--- src/rtl/mux_nch_arb.sv ---
// mux_nch_arb: N-channel select/round-robin multiplexer feeding a one-entry output register
module mux_nch_arb #(
  parameter int WIDTH = 8,
  parameter int NCH = 4,
  localparam int SELW = (NCH > 2) ? $clog2(NCH) : 1
) (
  input  logic                 clk,
  input  logic                 rst,
  input  logic [NCH*WIDTH-1:0] in_data,
  input  logic [NCH-1:0]       in_valid,
  output logic [NCH-1:0]       in_ready,
  input  logic [SELW-1:0]      sel,
  input  logic                 mode,
  output logic [WIDTH-1:0]     out_data,
  output logic [SELW-1:0]      out_chan,
  output logic                 out_valid,
  input  logic                 out_ready
);
  typedef enum logic {EMPTY, FULL} state_t;
  state_t state_q;
  logic [WIDTH-1:0] data_q, data_d;
  logic [SELW-1:0] chan_q, rr_ptr_q, rr_gnt, gnt, idx;
  logic rr_hit, sel_hit, gnt_ok, cap, accept;
  // Scan from farthest to nearest so the first valid channel after rr_ptr wins
  always_comb begin
    rr_hit = 1'b0;
    rr_gnt = '0;
    idx = '0;
    for (int k = NCH; k >= 1; k--) begin
      idx = SELW'((int'(rr_ptr_q) + k) % NCH);
      if (in_valid[idx]) begin
        rr_hit = 1'b1;
        rr_gnt = idx;
      end
    end
  end
  assign sel_hit = (int'(sel) < NCH) && in_valid[sel];
  assign gnt = mode ? rr_gnt : sel;
  assign gnt_ok = mode ? rr_hit : sel_hit;
  assign cap = (state_q == EMPTY) || out_ready;
  assign in_ready = (!rst && cap && gnt_ok) ? (NCH'(1) << gnt) : '0;
  assign accept = |in_ready;
  assign data_d = in_data[int'(gnt)*WIDTH +: WIDTH];
  // Load on accept, drain to EMPTY when the word leaves with nothing replacing it
  always_ff @(posedge clk) begin
    if (rst) begin
      state_q <= EMPTY;
      data_q <= '0;
      chan_q <= '0;
      rr_ptr_q <= SELW'(NCH - 1);
    end else if (accept) begin
      state_q <= FULL;
      data_q <= data_d;
      chan_q <= gnt;
      if (mode) rr_ptr_q <= gnt;
    end else if (out_ready) begin
      state_q <= EMPTY;
    end
  end
  assign out_valid = (state_q == FULL);
  assign out_data = data_q;
  assign out_chan = chan_q;
endmodule

--- config.mk ---
export PLATFORM = sky130hd
export DESIGN_NAME = mux_nch_arb
export DESIGN_NICKNAME = d
export VERILOG_FILES = /design/src/rtl/mux_nch_arb.sv
export SDC_FILE = /design/constraint.sdc
export NUM_CORES = 1
export LEC_CHECK = 0
export ABC_AREA = 0
export BUFFER_PORTS_ARGS = -buffer_cell sky130_fd_sc_hd__buf_4
export CORE_AREA = 3 3 60 51
export CTS_CLUSTER_DIAMETER = 80
export DETAILED_ROUTE_END_ITERATION = 8
export DIE_AREA = 0 0 63 54
export PLACE_DENSITY_LB_ADDON = 0.05
export SLEW_MARGIN = 10
export SYNTH_ARGS = -nofsm -noshare
export SYNTH_HDL_FRONTEND = slang
export SYNTH_SLANG_ARGS = --single-unit
--- constraint.sdc ---
create_clock -name clk -period 2.2 [get_ports clk]
set_input_delay 0.22 -clock clk [delete_from_list [all_inputs] [get_ports clk]]
set_output_delay 0.22 -clock clk [all_outputs]
set_load 0.005 [all_outputs]
==> results.md, run 1 <==
* Unrepaired setup endpoints after global routing: no
* Sw Share at 32.3%
* Proportion of power drawn by flip-flops and latches at 36.4%
* Share of Yosys cell area claimed by the top area cell type at roughly 23%
* Synthesized area per cell at 9.99 sq um
* Slew of the pin with the lowest slew margin at 0.428 ns
* Count of TritonRoute iterations in the first routing pass at 4
* Largest stage delay on the critical path at between 0.3 and 0.4 ns
* Number of max-cap violations at 0
* Time the final worst path needs with I/O delays and setup at 2.06 ns
* TritonCTS Sinks at 13
* Arr. time, crit path at roughly 1.8 ns
* Clock latency on the worst-skew pair at about 0.27 ns
* Net count reported at finish at about 220
* Global route total overflow at 0
* RePlAce Congestion at 0.736
* Total count of max-transition violations in the final report at 0
* Half-perimeter wire length of the detailed placement result at 2380 microns
* Clock network fraction of total power at 18.8%
* Worst Path Class, Setup: reg2out
* Full die area at 0.00340 sq mm
* Worst vdd ir at 0.205 mV
* Worst rel slew slack at between 70% and 80%
* DRC Markers at 0
* Final Hold Vio Count at 0
* Net count after synthesis at roughly 160
* Most common library cell in the layout ignoring fill and taps: buf_4
* Wire length of the first global-routing pass at 4850 microns
* Gr busiest metal: met2
* Fmax at 486 MHz
* Maximum clock path buffer count at 2
* Critical path buffers and inverters at 2
* Combinational share of power at between 40% and 50%
* Ratio of routed vias to standard cells at 5.32
* Area growth from synthesis to layout at 46.1%
* Summed instance area of the synthesized netlist at 0.00113 sq mm
* Global-route track usage on met1 at 24.0%
* Worst setup SP type: register
* Routed wire length per instance at 14.1 microns
* Minimum setup slack among reg-to-reg paths at 0.39 ns
* Most used cells in the layout excluding fill and tap cells: buf_4 (67), and2_1 (18), a221oi_2 (15), dfxtp_1 (11), nand3b_1 (8)
* Fraction of final layout cells with drive strength greater than 1 at 56.0%
* Sequential-to-total area share from yosys stat at about 23%
* Cell family contributing the most delay on the critical path: compound AO/OA/AOI/OAI gates
* Final-report setup violation count at 0
* Met2 track demand over resource at between 20% and 30%
* Via total after detailed routing at 1,122
* Cell row count at 16
* Count of yosys warnings during synthesis at 0
* Min-delay worst type: in2reg
* DP Area at around 0.0016 sq mm
* Data required time at the worst endpoint at 1.98 ns
* TritonCTS clock tree: done
* TritonCTS Buffers at 3
* Flop and latch count out of synthesis at 13
* Core area at 0.00246 sq mm
* Main area contributors after synthesis: dfxtp_1 (23%), a221oi_2 (20%), and2_1 (10%), nand3b_1 (5.3%), o31ai_2 (4.4%)
* Post-detailed-routing wire length at just under 3000 microns
* Power density over the cells at 472 mW/mm^2
* Cell mode on critical path: buf_4
* Post-route cell area at around 0.0016 sq mm
* Overall power after layout at 779 uW
* Antenna violations before repair at 0
* Placement Setup Slack at ~0.34 ns
* Critical path, cell by cell: and4b_1 > a311oi_2 > buf_4 > a31o_1 > nor3b_1 > buf_4
* Post-synth cell types at 37
* Total net switching power at 251 uW
* Setup Total Neg Slack at 0 ns
* Clock-pin transition on the worst setup and hold timing paths at 0.08 ns
* Number of antenna-violating nets in the routed design at 0
* Via count of the first global-routing pass at 1,049
* Worst setup margin at 0.142 ns
* Cell at the root of the clock tree: clkbuf_4
* Number of instances in the synthesized netlist at 113
* H-Tree Level Count at 1
* Antenna diode count at 0
* Global routing met3 resource utilization at 3.34%
* Leading area contributor after synthesis: dfxtp_1
* Number of buffers added on ports at 56
* Global-route total usage across every layer at 18.1%
* Number of DRC violations after detailed-routing iteration 0 at 44
* Maximum number of pins on one net before global-route repair at 17
* Cell at the slowest stage of the critical path: dfxtp_2
* Starting Density at 45.8%
* I/O pins at 57
* Sort of element at the end of the critical path: output pin
* Pint at between 500 and 600 uW
* Final Skew at 0.00108 ns
* Overall die width at between 60 and 70 microns
* Die Height at 54 microns
* Static power due to leakage at 0.000720 uW
* Final worst path period share at 93.5%
* Status: complete, no violations
* Worst-path maximum fanout at 7
==> flip-flops by register name, summed over array words and instances (netlist names) <==
name / cells
out_valid: 1
rr_ptr_q: 2
out_data: 8
out_chan: 2
==> worst paths after layout <==
kind               start           to  cells past startpoint
min                  rst  out_chan[1]                      2
min reg2reg  out_data[5]  out_data[5]                      2
max          rr_ptr_q[1]  in_ready[3]                      6
max reg2reg  rr_ptr_q[1]  out_data[2]                      7
==> power by group through the flow <==
stage / Sequential [uW] / Combinational [uW] / Clock, uW
finish: 284 / 349 / 146
global route: 287 / 381 / 160
CTS: 283 / 342 / 150
detailed placement: 288 / 340 / 0
global placement: 288 / 335 / 0
floorplan: 287 / 198 / 0
==> final cells by class <==
cell class | count | area (sq um)
fillers | 220 | 813
multi-input cells | 89 | 805
repair buffers | 67 | 503
flip-flops and latches | 13 | 263
well taps | 36 | 45.0
clock buffers | 4 | 26.3
inverters | 2 | 7.51
==> synth_stat cells (all sizes together) <==
cell type and count:
and2 18, a221oi 16, dfxtp 13, nand3b 8, o31ai 8, buf 7
nand2 5, nand2b 4, nor2 3, o211ai 3, clkbuf 2, inv 2
mux2i 2, nor2b 2, nor3 2, nor3b 2, o21ai 2, a21bo 1
a21boi 1, a311oi 1, a31o 1, a31oi 1, and4b 1, and4bb 1
mux4 1, o2111ai 1, o211a 1, o21a 1, o221ai 1, o31a 1
or2 1
==> metrics by stage <==
stage	utilization, %	hold slack [ns]	cells
floorplan	-	0.344	113
global placement	64.5	0.471	205
detailed placement	64.5	0.476	205
CTS	65.6	0.182	209
global route	67.0	0.194	211
finish	67.0	0.187	211
==> repair_timing <==
item,4_1_cts,5_1_grt
hold buffers,0,0
buffers inserted,0,2
resized for setup,0,5
endpoints found under the setup margin,0,2
==> layer usage <==
layer  wire [microns]  up-vias  share of wire (%)
met5                0        -                  0
met4               31        0                1.0
met3              156        4                5.2
met2             1310       37                 44
met1             1480      512                 50
li1                 -      569                  -
==> kinds of logic (layout without fill, tap and decap cells) <==
| group | after synthesis | in the layout | share of synthesized area (%) |
|---|---|---|---|
| flip-flops | 13 | 13 | 23.1 |
| AND/OR/NAND/NOR | 47 | 47 | 26.3 |
| multiplexers | 3 | 3 | 3.77 |
| AO/OA/AOI/OAI | 39 | 39 | 39.8 |
| buffers and inverters | 11 | 73 | 7.09 |
(Power assumes the default switching activity.)
==> inputs of run 2 (changes only) <==
- ABC_CLOCK_PERIOD_IN_PS: default -> 2200
- CORE_AREA: 3 3 60 51 -> 3 3 57 54
- DIE_AREA: 0 0 63 54 -> 0 0 60 57
==> run 2 against run 1 <==
First-iteration DRC count is 18% higher. Sequential power about the same. Clock power grew 4%. Critical endpoint is now in_ready[2]. Critical path depth decreased by 1. Die area up 0.53%. Core utilization shrank 1.2 points. Sequential share of layout area up 0.18 points. Hold slack gained 0.013 ns. Non-clock buffer count is 5 lower. Cell count is 6.2% lower.
==> results.md, run 2 (synthesized netlist as in run 1, its figures left out) <==
* H-Tree Level Count at 1 (unchanged)
* Core area at 0.00247 sq mm (was 0.00246 sq mm)
* Global route total overflow at 0 (unchanged)
* Pint at 523 uW (was 527 uW)
* Routed wire length per instance at 16.0 microns (was 14.1 microns)
* TritonCTS clock tree: done (unchanged)
* Number of max-cap violations at 0 (unchanged)
* Sort of element at the end of the critical path: output pin (unchanged)
* Status: complete, no violations (unchanged)
* Sw Share at 33.2% (was 32.3%)
* Power density over the cells at 482 mW/mm^2 (was 472 mW/mm^2)
* Maximum clock path buffer count at 2 (unchanged)
* Time the final worst path needs with I/O delays and setup at 2.09 ns (was 2.06 ns)
* Clock-pin transition on the worst setup and hold timing paths at 0.08 ns (about the same)
* Worst rel slew slack at 67.3% (was 71.3%)
* Final Skew at 0.00840 ns (was 0.00108 ns)
* DRC Markers at 0 (unchanged)
* Fraction of final layout cells with drive strength greater than 1 at 53.5% (was 56.0%)
* Proportion of power drawn by flip-flops and latches at 36.0% (was 36.4%)
* Area growth from synthesis to layout at 43.8% (was 46.1%)
* Most used cells in the layout excluding fill and tap cells: buf_4 (61), and2_1 (18), a221oi_2 (15), dfxtp_1 (12), nand3b_1 (8) (was buf_4 (67), and2_1 (18), a221oi_2 (15), dfxtp_1 (11), nand3b_1 (8))
* RePlAce Congestion at 0.740 (was 0.736)
* TritonCTS Buffers at 3 (unchanged)
* Placed Cells incl. Taps at 194 (was 205)
* Min-delay worst type: in2reg (unchanged)
* Ratio of routed vias to standard cells at 5.73 (was 5.32)
* Number of buffers added on ports at 56 (unchanged)
* Total net switching power at 260 uW (was 251 uW)
* Antenna diode count at 0 (unchanged)
* Worst setup margin at 0.108 ns (was 0.142 ns)
* Overall die width at 60 microns (was 63 microns)
* Number of DRC violations after detailed-routing iteration 0 at 52 (was 44)
* Most common library cell in the layout ignoring fill and taps: buf_4 (unchanged)
* Final worst path period share at 95.1% (was 93.5%)
* Data required time at the worst endpoint at 1.98 ns (about the same)
* Setup Total Neg Slack at 0 ns (unchanged)
* Fill cell instance count of the final layout at 221 (was 220)
* Worst-path maximum fanout at 7 (unchanged)
* Net count reported at finish at 213 (was 218)
* Hold buffers post-CTS at 0 (unchanged)
* Global-route total usage across every layer at 18.9% (was 18.1%)
* Starting Density at 45.7% (was 45.8%)
* Die Height at 57 microns (was 54 microns)
* Clock network fraction of total power at 19.4% (was 18.8%)
* Worst setup SP type: register (unchanged)
* Via count of the first global-routing pass at 1,055 (was 1,049)
* Total count of max-transition violations in the final report at 0 (unchanged)
* Via total after detailed routing at 1,135 (was 1,122)
* Worst Path Class, Setup: reg2out (unchanged)
* Number of non-filler instances in the completed layout at 198 (was 211)
* Number of flip-flops in the largest register at 8 (unchanged)
* Wire length of the first global-routing pass at 4880 microns (was 4850 microns)
* Slew of the pin with the lowest slew margin at 0.491 ns (was 0.428 ns)
* Count of TritonRoute iterations in the first routing pass at 4 (unchanged)
* I/O pins at 57 (unchanged)
* Fin Hold WS at 0.201 ns (was 0.187 ns)
* Cell at the root of the clock tree: clkbuf_4 (unchanged)
* Cell row count at 17 (was 16)
* Combinational share of power at 44.6% (was 44.8%)
* Full die area at 0.00342 sq mm (was 0.00340 sq mm)
* Post-detailed-routing wire length at 3160 microns (was 2980 microns)
* Arr. time, crit path at 1.87 ns (was 1.84 ns)
* Final Hold Vio Count at 0 (unchanged)
* Fmax at 478 MHz (was 486 MHz)
* TritonCTS Sinks at 13 (unchanged)
* Half-perimeter wire length of the detailed placement result at 2380 microns (about the same)
* Static power due to leakage at 0.000703 uW (was 0.000720 uW)
* Placement Setup Slack at 0.236 ns (was 0.339 ns)
* Number of antenna-violating nets in the routed design at 0 (unchanged)
* Antenna violations before repair at 0 (unchanged)
* Worst vdd ir at 0.326 mV (was 0.205 mV)
* Clock latency on the worst-skew pair at 0.28 ns (was 0.27 ns)
* Final-report setup violation count at 0 (unchanged)
* Maximum number of pins on one net before global-route repair at 22 (was 17)
run 2: cell type report:
class | count | area, sq um | area share [%]
Sequential cell | 13 | 262 | 16.1
Multi-Input combinational cell | 89 | 815 | 50.2
Inverter | 2 | 7.51 | 0.463
Timing Repair Buffer | 62 | 478 | 29.5
Clock buffer | 4 | 26.3 | 1.62
Tap cell | 28 | 35.0 | 2.16
run 2: final timing paths:
path / slack [ns] / cells after the start / to / start
min reg2reg: 0.49 / 2 / out_valid / out_valid
min: 0.20 / 2 / out_chan[0] / rst
max: 0.11 / 5 / in_ready[2] / rr_ptr_q[0]
max reg2reg: 0.31 / 6 / out_data[3] / rr_ptr_q[0]
run 2: routing by layer:
metal / global-route usage, % / share of wire, % / vias to the layer above
li1: - / - / 562
met1: 26.4 / 45 / 530
met2: 28.2 / 46 / 39
met3: 2.71 / 6.5 / 4
met4: 8.54 / 1.7 / 0
met5: 0 / 0 / -
run 2: power by group through the flow:
stage / Clock (uW) / Sequential [uW] / Combinational, uW
after floorplan: 0 / 287 / 198
after global placement: 0 / 286 / 333
after detailed placement: 0 / 287 / 339
after CTS: 158 / 281 / 341
after global routing: 166 / 286 / 380
final: 152 / 282 / 349
run 2: worst max-delay path: stages, from the launching register on:
cell	delay (ns)
dfxtp_1	0.36
and4bb_1	0.25
a311oi_4	0.37
a31oi_4	0.19
nor3b_1	0.28
buf_4	0.16
run 2: repair_timing:
item	CTS	global route
gates resized for setup	0	5
setup endpoints to repair	0	5
setup buffers	0	0
run 2: per-stage QoR:
| step | total power [uW] | utilization [%] | instance area, sq um |
|---|---|---|---|
| floorplan | 484 | - | 1130 |
| global placement | 619 | 63.6 | 1570 |
| detailed placement | 626 | 63.6 | 1570 |
| CTS | 781 | 64.7 | 1600 |
| global route | 832 | 65.8 | 1620 |
| finish | 783 | 65.8 | 1620 |
